## config.mk

```make
export PLATFORM = sky130hd
export DESIGN_NAME = fpu_operand_skid
export DESIGN_NICKNAME = d
export VERILOG_FILES = /design/src/rtl/fpu_operand_skid.sv
export SDC_FILE = /design/constraint.sdc
export NUM_CORES = 1
export LEC_CHECK = 0
export BUFFER_PORTS_ARGS = -buffer_cell sky130_fd_sc_hd__buf_2
export CAP_MARGIN = 10
export CORE_UTILIZATION = 30
export CTS_CLUSTER_DIAMETER = 150
export DETAILED_ROUTE_END_ITERATION = 10
export HOLD_SLACK_MARGIN = 0.12
export PLACE_DENSITY = 0.55
export SYNTH_ARGS = -nofsm -noshare
export SYNTH_HDL_FRONTEND = slang
export SYNTH_SLANG_ARGS = --single-unit
```

## constraint.sdc

```tcl
create_clock -name clk -period 1.3 [get_ports clk]
set_input_delay 0.13 -clock clk [delete_from_list [all_inputs] [get_ports clk]]
set_output_delay 0.13 -clock clk [all_outputs]
set_load 0.1 [all_outputs]
```

## src/rtl/fpu_operand_skid.sv

```systemverilog
`default_nettype none
// ============================================================================
// Module      : fpu_operand_skid
// Description : Two-entry skid buffer for FPU operand bundles (A, B, opcode);
//               all outputs are decoded from registered state only.
// Revision    : 1.0 - initial release
// ============================================================================
module fpu_operand_skid #(
    parameter int DW = 32,
    parameter int OW = 3
) (
    input  logic          clk,
    input  logic          reset,
    input  logic          in_valid,
    output logic          in_ready,
    input  logic [DW-1:0] in_a,
    input  logic [DW-1:0] in_b,
    input  logic [OW-1:0] in_op,
    output logic          out_valid,
    input  logic          out_ready,
    output logic [DW-1:0] out_a,
    output logic [DW-1:0] out_b,
    output logic [OW-1:0] out_op,
    output logic [1:0]    count
);

    typedef enum logic [1:0] {
        S_EMPTY = 2'd0,
        S_ONE   = 2'd1,
        S_FULL  = 2'd2
    } state_t;

    state_t        r_state;
    state_t        w_next_state;
    logic [DW-1:0] r_head_a;
    logic [DW-1:0] r_head_b;
    logic [OW-1:0] r_head_op;
    logic [DW-1:0] r_skid_a;
    logic [DW-1:0] r_skid_b;
    logic [OW-1:0] r_skid_op;
    logic          w_accept;
    logic          w_drain;
    logic          w_head_from_in;
    logic          w_head_from_skid;
    logic          w_skid_from_in;

    assign in_ready  = (r_state != S_FULL);
    assign out_valid = (r_state != S_EMPTY);
    assign count     = r_state;
    assign out_a     = r_head_a;
    assign out_b     = r_head_b;
    assign out_op    = r_head_op;

    assign w_accept = in_valid & in_ready;
    assign w_drain  = out_valid & out_ready;

    always_comb begin
        w_next_state     = r_state;
        w_head_from_in   = 1'b0;
        w_head_from_skid = 1'b0;
        w_skid_from_in   = 1'b0;
        case (r_state)
            S_EMPTY: begin
                if (w_accept) begin
                    w_head_from_in = 1'b1;
                    w_next_state   = S_ONE;
                end
            end
            S_ONE: begin
                if (w_accept && w_drain) begin
                    w_head_from_in = 1'b1;
                end else if (w_accept) begin
                    w_skid_from_in = 1'b1;
                    w_next_state   = S_FULL;
                end else if (w_drain) begin
                    // head keeps its stale contents while empty
                    w_next_state = S_EMPTY;
                end
            end
            S_FULL: begin
                if (w_drain) begin
                    w_head_from_skid = 1'b1;
                    w_next_state     = S_ONE;
                end
            end
            default: w_next_state = S_EMPTY;
        endcase
    end

    always_ff @(posedge clk) begin
        if (reset) begin
            r_state <= S_EMPTY;
        end else begin
            r_state <= w_next_state;
        end
    end

    always_ff @(posedge clk) begin
        if (reset) begin
            r_head_a  <= '0;
            r_head_b  <= '0;
            r_head_op <= '0;
            r_skid_a  <= '0;
            r_skid_b  <= '0;
            r_skid_op <= '0;
        end else begin
            if (w_head_from_in) begin
                r_head_a  <= in_a;
                r_head_b  <= in_b;
                r_head_op <= in_op;
            end else if (w_head_from_skid) begin
                r_head_a  <= r_skid_a;
                r_head_b  <= r_skid_b;
                r_head_op <= r_skid_op;
            end
            if (w_skid_from_in) begin
                r_skid_a  <= in_a;
                r_skid_b  <= in_b;
                r_skid_op <= in_op;
            end
        end
    end

endmodule
`default_nettype wire

```

==> metrics, run 1 <==
fin. max-slew vios=0; RSZ-0062 raised after global routing=yes; CTS Buf Count=17; Post-Route WL=18000 um; CP max FO=7; CTS tree=built; maximum VDD drop=0.000860 V; post-synthesis cell area=0.00519 mm^2; vias in the first global route=4814; Port Buffer Count=141; Die H=133 um; commonest cells after routing, fill and taps aside=dfxtp_1, nand2_1, buf_4; gr ovfl total=0; Avg WL per Cell=18.0 um; RD Place Congestion=0.711; crit start category=register; row cnt=47; failing checks=negative setup slack; Util after Layout=0.550; first-pass GRT wire length=24800 um; pin count of the biggest net entering global routing=41; layout cells sized above 1=0.502; period utilization=1.11; Critical Path AT=1.77 ns; CTS max path bufs=2; Mean Syn Cell Area=9.62 um^2; placed inst area=0.00635 mm^2; Post-Synthesis Cells=539; syn_nets=610; Worst Skew=0.00684 ns; dpl cells=877; initial core utilization=0.309; fin area=0.00922 mm^2; outcome=finished with violations; Critical R2R Capture=r_skid_b[8]; CTS clk-pin slew, worst paths=0.06 ns; critical path required time=1.63 ns; initial antenna violation count=1; max cap viols=0; fmax=694 MHz; DRT antenna net count=0; min-delay worst type=primary input to register; min Tclk post-route=1.44 ns; Seq cells post-synth=136; unique cell type count in the Yosys netlist=25; Rel. slew slack=0.529; die area=0.0178 mm^2; Clock Sinks=136; RR Startpoint=count[1]; Seq/Total Area, Yosys=0.525; Initial DRC Count=177; total number of vias=5087; crit path to=r_skid_b[8]; core area=0.0168 mm^2; DRC=0; clk root buf=clkbuf_16; post-synthesis to final-layout area growth=77.8%; first-pass iteration count of the detailed router=4; crit path capture type=register; htree depth=4; leakage power=3.88 nW; Finished Layout Cells=1001; Via-to-Cell Ratio=5.08; Clock Latency Late Sink=0.41 ns; GRT Total Usage=0.179; n_diodes=0; CP Class=register to register; Synth top area share=0.525; number of nets in the layout=839; I/O Pins=142; PwrDens=1420 mW/mm^2; area occupied by multi-input gates=0.00304 mm^2; Yosys warning count=0; commonest non-fill, non-tap cell in the layout=dfxtp_1; fillers=1437; Reg2Reg Setup Slack=-0.14 ns; Final setup viols=137; synth top area cells=dfxtp_1, o221a_2, nand2_1, o21a_1, a21oi_1; DP HPWL=9350 um; total power draw=0.0131 W; pre-CTS WS=-0.116 ns; FF+latch area=0.00273 mm^2; Fin. Hold Viols=0; Reg2Reg Depth=6; crit path from=count[1]; worst slew pin tran=0.707 ns; Die X=133 um; Final WS setup=-0.142 ns; Synth area leader=dfxtp_1
==> metal layers <==
| metal | vias up | global-route usage | wire [um] |
|---|---|---|---|
| met3 | 23 | 0.0616 | 1060 |
| met2 | 153 | 0.290 | 8820 |
| met4 | 2 | 0.0556 | 248 |
| met1 | 2487 | 0.222 | 7850 |
| met5 | - | 0 | 12 |
| li1 | 2422 | - | - |
==> worst min-delay path by stage <==
stage	from	end	slack (ns)	depth (start not counted)
finish	in_valid	count[1]	0.17	4
detailed placement	in_a[19]	r_skid_a[19]	0.39	3
global placement	in_a[31]	r_skid_a[31]	0.38	3
CTS	in_valid	count[1]	0.15	4
floorplan	out_ready	count[1]	0.20	1
global route	in_valid	count[1]	0.19	4
==> kinds of logic (layout without fill, tap and decap cells) <==
family          after synthesis  after routing  synth area share
buf+inv                      51            293            0.0466
compound gates              204            204             0.308
mux                           3              3           0.00579
simple gates                145            145             0.115
flops                       136            136             0.525
==> layout make-up <==
| cell class | count | area share |
|---|---|---|
| clock buffer | 21 | 0.0512 |
| clock inverter | 11 | 0.0209 |
| inverter | 1 | 0.000407 |
| multi-input combinational | 352 | 0.330 |
| sequential | 136 | 0.296 |
| tap | 220 | 0.0299 |
| timing repair buffer | 260 | 0.272 |
==> registers in the layout (all words and copies together) (netlist names) <==
name and cells:
out_a 32, r_skid_a 32, out_b 32, r_skid_op 3
r_skid_b 32, out_op 3, count 2
==> timing repair <==
item	in CTS	in global routing
hold buffers	68	0
hold endpoints to repair	135	0
endpoints found under the setup margin	204	138
setup buffers	7	3
resized for setup	109	176
cloned	6	11
pin swaps	12	112
==> power by group <==
part | internal (W) | total, W | switching (W) | leakage [nW]
combinational | 0.00105 | 0.00320 | 0.00215 | 2.45
sequential | 0.00441 | 0.00456 | 0.000155 | 1.12
clock | 0.00357 | 0.00538 | 0.00181 | 0.318
==> stage by stage <==
step,setup TNS [ns],hold WS (ns)
2_1_floorplan,-16.89,0.199
3_3_place_gp,-7.70,0.383
3_5_place_dp,-9.62,0.390
4_1_cts,-10.36,0.148
5_1_grt,-16.83,0.186
6_report,-11.88,0.173
==> worst max-delay path: stages, from the launching register on <==
cell and delay, ns:
dfxtp_4 0.34, buf_6 0.12, and4bb_4 0.34, buf_12 0.17, clkbuf_16 0.18, nand2_1 0.07
a21oi_1 0.14
==> cell usage after synthesis <==
cell	number
buf_6	3
o221a_2	48
mux2i_1	3
a21oi_1	70
o21ai_2	1
dfxtp_1	136
nand3b_1	2
inv_1	1
and4bb_2	1
buf_1	2
nand2b_4	1
o21a_1	64
nor2b_4	1
buf_2	22
or2_1	1
or2_2	1
nor2_1	1
clkbuf_1	23
a31oi_1	1
a211oi_1	1
o31ai_1	3
nand4bb_1	1
nand2_1	135
o221a_1	16
nand2b_1	1
(Power assumes the default switching activity.)
==> inputs of run 2 (changes only) <==
- PLACE_DENSITY: 0.55 -> 0.54
- clock period: 1.3 -> 1.68 ns (I/O delays scaled with it)
==> run 2 against run 1 <==
Against the previous run: the flow now finishes without violations; core utilization is 11 points lower; cell area down 20%; sequential power down 23%; clock skew increased by 0.0039 ns; wire length down 17%; via count down 6.9%; power decreased by 30%.
==> metrics, run 2 (synthesis gave the netlist of run 1 again) <==
first-pass iteration count of the detailed router=5; Port Buffer Count=141; CTS tree=built; commonest cells after routing, fill and taps aside=buf_2, nand2_1, dfxtp_1; DP HPWL=8820 um; max cap viols=0; period utilization=0.947; PwrDens=1230 mW/mm^2; DRT antenna net count=0; Worst Hold Path EP=count[0]; outcome=completed; CTS max path bufs=2; fin. max-slew vios=0; I/O Pins=142; leakage power=3.01 nW; Clock Sinks=136; Final setup viols=0; Clock Latency Late Sink=0.42 ns; CTS Buf Count=17; final setup TNS=0 ns; Avg WL per Cell=15.4 um; DRC=0; fin area=0.00742 mm^2; CTS clk-pin slew, worst paths=0.06 ns; RSZ-0062 raised after global routing=no; placed inst area=0.00616 mm^2; first-pass GRT wire length=24100 um; GRT Total Usage=0.171; total number of vias=4738; hold depth=4; number of nets in the layout=803; pin count of the biggest net entering global routing=70; fmax=629 MHz; layout cells sized above 1=0.329; commonest non-fill, non-tap cell in the layout=buf_2; Finished Layout Cells=964; row cnt=47; maximum VDD drop=0.000702 V; post-synthesis to final-layout area growth=43.1%; n_diodes=0; crit path capture type=register; Post-Route WL=14900 um; CP max FO=30; die area=0.0178 mm^2; vias in the first global route=4812; CP Class=primary input to register; Die H=133 um; pre-CTS WS=0.133 ns; Reg2Reg Setup Slack=0.13 ns; Via-to-Cell Ratio=4.91; initial core utilization=0.309; min Tclk post-route=1.59 ns; clk root buf=clkbuf_16; worst slew pin tran=0.511 ns; critical path required time=2.04 ns; RR Startpoint=count[0]; htree depth=4; initial antenna violation count=0; Reg2Reg Depth=4; Worst Skew=0.0108 ns; dpl cells=864; Fin. Hold Viols=0; core area=0.0168 mm^2; gr ovfl total=0; Final WS setup=0.0894 ns; min-delay worst type=primary input to register; Rel. slew slack=0.662; Die X=133 um; RD Place Congestion=0.706; Initial DRC Count=305; crit start category=primary input; post-CTS setup buffer count=0; post_cts resized=0; Critical Path AT=1.95 ns; Critical R2R Capture=out_a[10]; # hold bufs at CTS=69; beginning of the worst hold path=in_valid
==> run 2: how the worst max path moves through the flow <==
| stage | start | slack (ns) | end |
|---|---|---|---|
| 2_1_floorplan | count[1] | 0.12 | out_a[0] |
| 3_3_place_gp | count[0] | 0.17 | out_b[14] |
| 3_5_place_dp | count[0] | 0.13 | out_a[11] |
| 4_1_cts | count[1] | 0.11 | out_valid |
| 5_1_grt | out_ready | 0.03 | out_a[10] |
| 6_report | out_ready | 0.09 | out_a[10] |
==> run 2: power breakdown <==
group          switching [W]  total, W  leakage [nW]  internal [W]
sequential          0.000102   0.00351          1.12       0.00341
combinational        0.00149   0.00201          1.62      0.000514
clock                0.00144   0.00363         0.279       0.00219
==> run 2: area by class of cell <==
class	instances	area, um^2
Tap cell	220	275
Sequential cell	136	2730
Clock buffer	20	478
Timing Repair Buffer	224	1590
Fill cell	1612	9340
Inverter	1	3.75
Multi-Input combinational cell	352	2250
Clock inverter	11	96.3
==> run 2: metrics by stage <==
step                hold slack, ns  total power, W  utilization
floorplan                    0.237         0.00506            -
global placement             0.422         0.00544        0.367
CTS                          0.129         0.00923        0.443
finish                       0.147         0.00914        0.443
detailed placement           0.428         0.00546        0.367
global route                 0.160         0.00948        0.443
==> run 2: worst max-delay path, cell delays in order <==
cell and delay, ns:
dlygate4sd3_1 0.54, buf_2 0.18, nand3b_1 0.26, o21ai_4 0.16, buf_4 0.37, o221a_2 0.27
==> run 2: metal layers <==
layer  vias to the layer above  GRT usage  wire [um]
met5                         -          0          0
met4                         0     0.0568        165
met3                        12     0.0479        746
met2                       134      0.277       6800
met1                      2255      0.219       7170
li1                       2337          -          -
==> inputs of run 3 (changes only) <==
- CELL_PAD_IN_SITES_DETAIL_PLACEMENT: default -> 1
- CELL_PAD_IN_SITES_GLOBAL_PLACEMENT: default -> 1
- HOLD_SLACK_MARGIN: 0.12 -> default
- PLACE_DENSITY: 0.54 -> 0.66
==> run 3 against run 2 <==
Against the previous run: via count increased by 0.36%; sequential share of layout area grew 1.0 points; clock-buffer cell count increased by 2; sequential power about the same; wire length increased by 6.3%; non-clock buffer count fell by 25; combinational power fell by 2%; fmax increased by 1.8%; core utilization shrank 1.2 points; critical path depth shrank 2; die area is the same; clock power up 9.1%; critical path type is now register to register; critical endpoint is now out_b[14]; highest routed layer is now met5.
==> metrics, run 3 (synthesis gave the netlist of run 1 again) <==
outcome=completed; n_diodes=0; Util after Layout=0.431; period utilization=0.930; fin. max-slew vios=0; die area=0.0178 mm^2; CTS max path bufs=2; min Tclk post-route=1.56 ns; FF+latch area=0.00273 mm^2; number of nets in the layout=778; Critical Path AT=1.87 ns; final setup TNS=0 ns; gr ovfl total=0; WHS=0.0191 ns; Die X=133 um; Sw Share=0.320; first-pass GRT wire length=25400 um; Worst Skew=0.00717 ns; dpl cells=868; DRT antenna net count=0; Via-to-Cell Ratio=5.06; area occupied by multi-input gates=0.00225 mm^2; I/O Pins=142; CP Class=register to register; Rel. slew slack=0.658; initial antenna violation count=2; row cnt=47; Port Buffer Count=141; layout cells sized above 1=0.346; commonest cells after routing, fill and taps aside=buf_2, nand2_1, dfxtp_1; core area=0.0168 mm^2; critical path required time=1.99 ns; Gate power share=0.208; max cap viols=0; GRT Total Usage=0.181; maximum VDD drop=0.000691 V; PwrDens=1310 mW/mm^2; crit start category=register; Psw=0.00302 W; clk root buf=clkbuf_16; pin count of the biggest net entering global routing=70; Post-Route WL=15800 um; CTS tree=built; Fin. Hold Viols=0; first-pass iteration count of the detailed router=4; RD Place Congestion=0.763; commonest non-fill, non-tap cell in the layout=buf_2; vias in the first global route=4997; initial core utilization=0.309; htree depth=4; fmax=640 MHz; Clock Sinks=136; worst slew pin tran=0.517 ns; Clk pwr share=0.419; CP max FO=32; total power draw=0.00945 W; fillers=1937; Internal=0.00643 W; RSZ-0062 raised after global routing=no; leakage power=2.93 nW; Finished Layout Cells=939; CTS clk-pin slew, worst paths=0.06 ns; post_cts resized=0; DRC=0; min-delay worst type=primary input to register; Initial DRC Count=180; crit path capture type=register; Avg WL per Cell=16.8 um; CTS Buf Count=17; Final setup viols=0; DP HPWL=10000 um; Die H=133 um; Clock Latency Late Sink=0.41 ns; post-synthesis to final-layout area growth=39.2%; Seq pwr share=0.373; total number of vias=4755
-- run 3: timing repair --
action	4_1_cts	5_1_grt
hold endpoints to repair	36	3
setup endpoints to repair	0	21
buffers inserted	0	1
hold buffers	36	3
-- run 3: final timing paths --
check	slack [ns]	depth (start not counted)	to	start
worst min-delay path	0.02	3	r_skid_a[9]	in_a[9]
worst max register to register	0.12	4	out_b[14]	count[1]
worst min register to register	0.46	2	r_skid_b[19]	r_skid_b[19]
worst max-delay path	0.12	4	out_b[14]	count[1]
-- run 3: area by class of cell --
| cell class | count | share of cell area |
|---|---|---|
| Clock buffer | 22 | 0.0687 |
| Clock inverter | 9 | 0.0191 |
| Inverter | 1 | 0.000520 |
| Multi-Input combinational cell | 352 | 0.312 |
| Sequential cell | 136 | 0.378 |
| Tap cell | 220 | 0.0381 |
| Timing Repair Buffer | 199 | 0.184 |
-- run 3: worst max-delay path, cell delays in order (launching register included) --
cell and delay, ns:
dfxtp_4 0.37, nand2b_4 0.17, or2_2 0.31, buf_4 0.26, o221a_2 0.32
-- run 3: stage by stage --
stage	setup WS, ns	instance area [um^2]
after floorplan	0.118	5200
after global placement	0.0883	6190
after detailed placement	0.0368	6190
after CTS	0.0151	7180
after global routing	0.0597	7220
final	0.118	7220
-- run 3: power groups by stage --
stage | clock network (W) | logic [W] | registers (W)
floorplan | 0 | 0.000442 | 0.00462
global placement | 0 | 0.00188 | 0.00358
detailed placement | 0 | 0.00191 | 0.00358
CTS | 0.00405 | 0.00197 | 0.00352
global route | 0.00419 | 0.00205 | 0.00354
finish | 0.00396 | 0.00197 | 0.00352
-- run 3: per-layer routing --
layer	global-route usage	vias to the layer above	part of all wire
li1	-	2273	-
met4	0.0505	4	0.010
met3	0.0704	18	0.057
met2	0.303	115	0.47
met1	0.215	2345	0.46
met5	0	-	0.0018
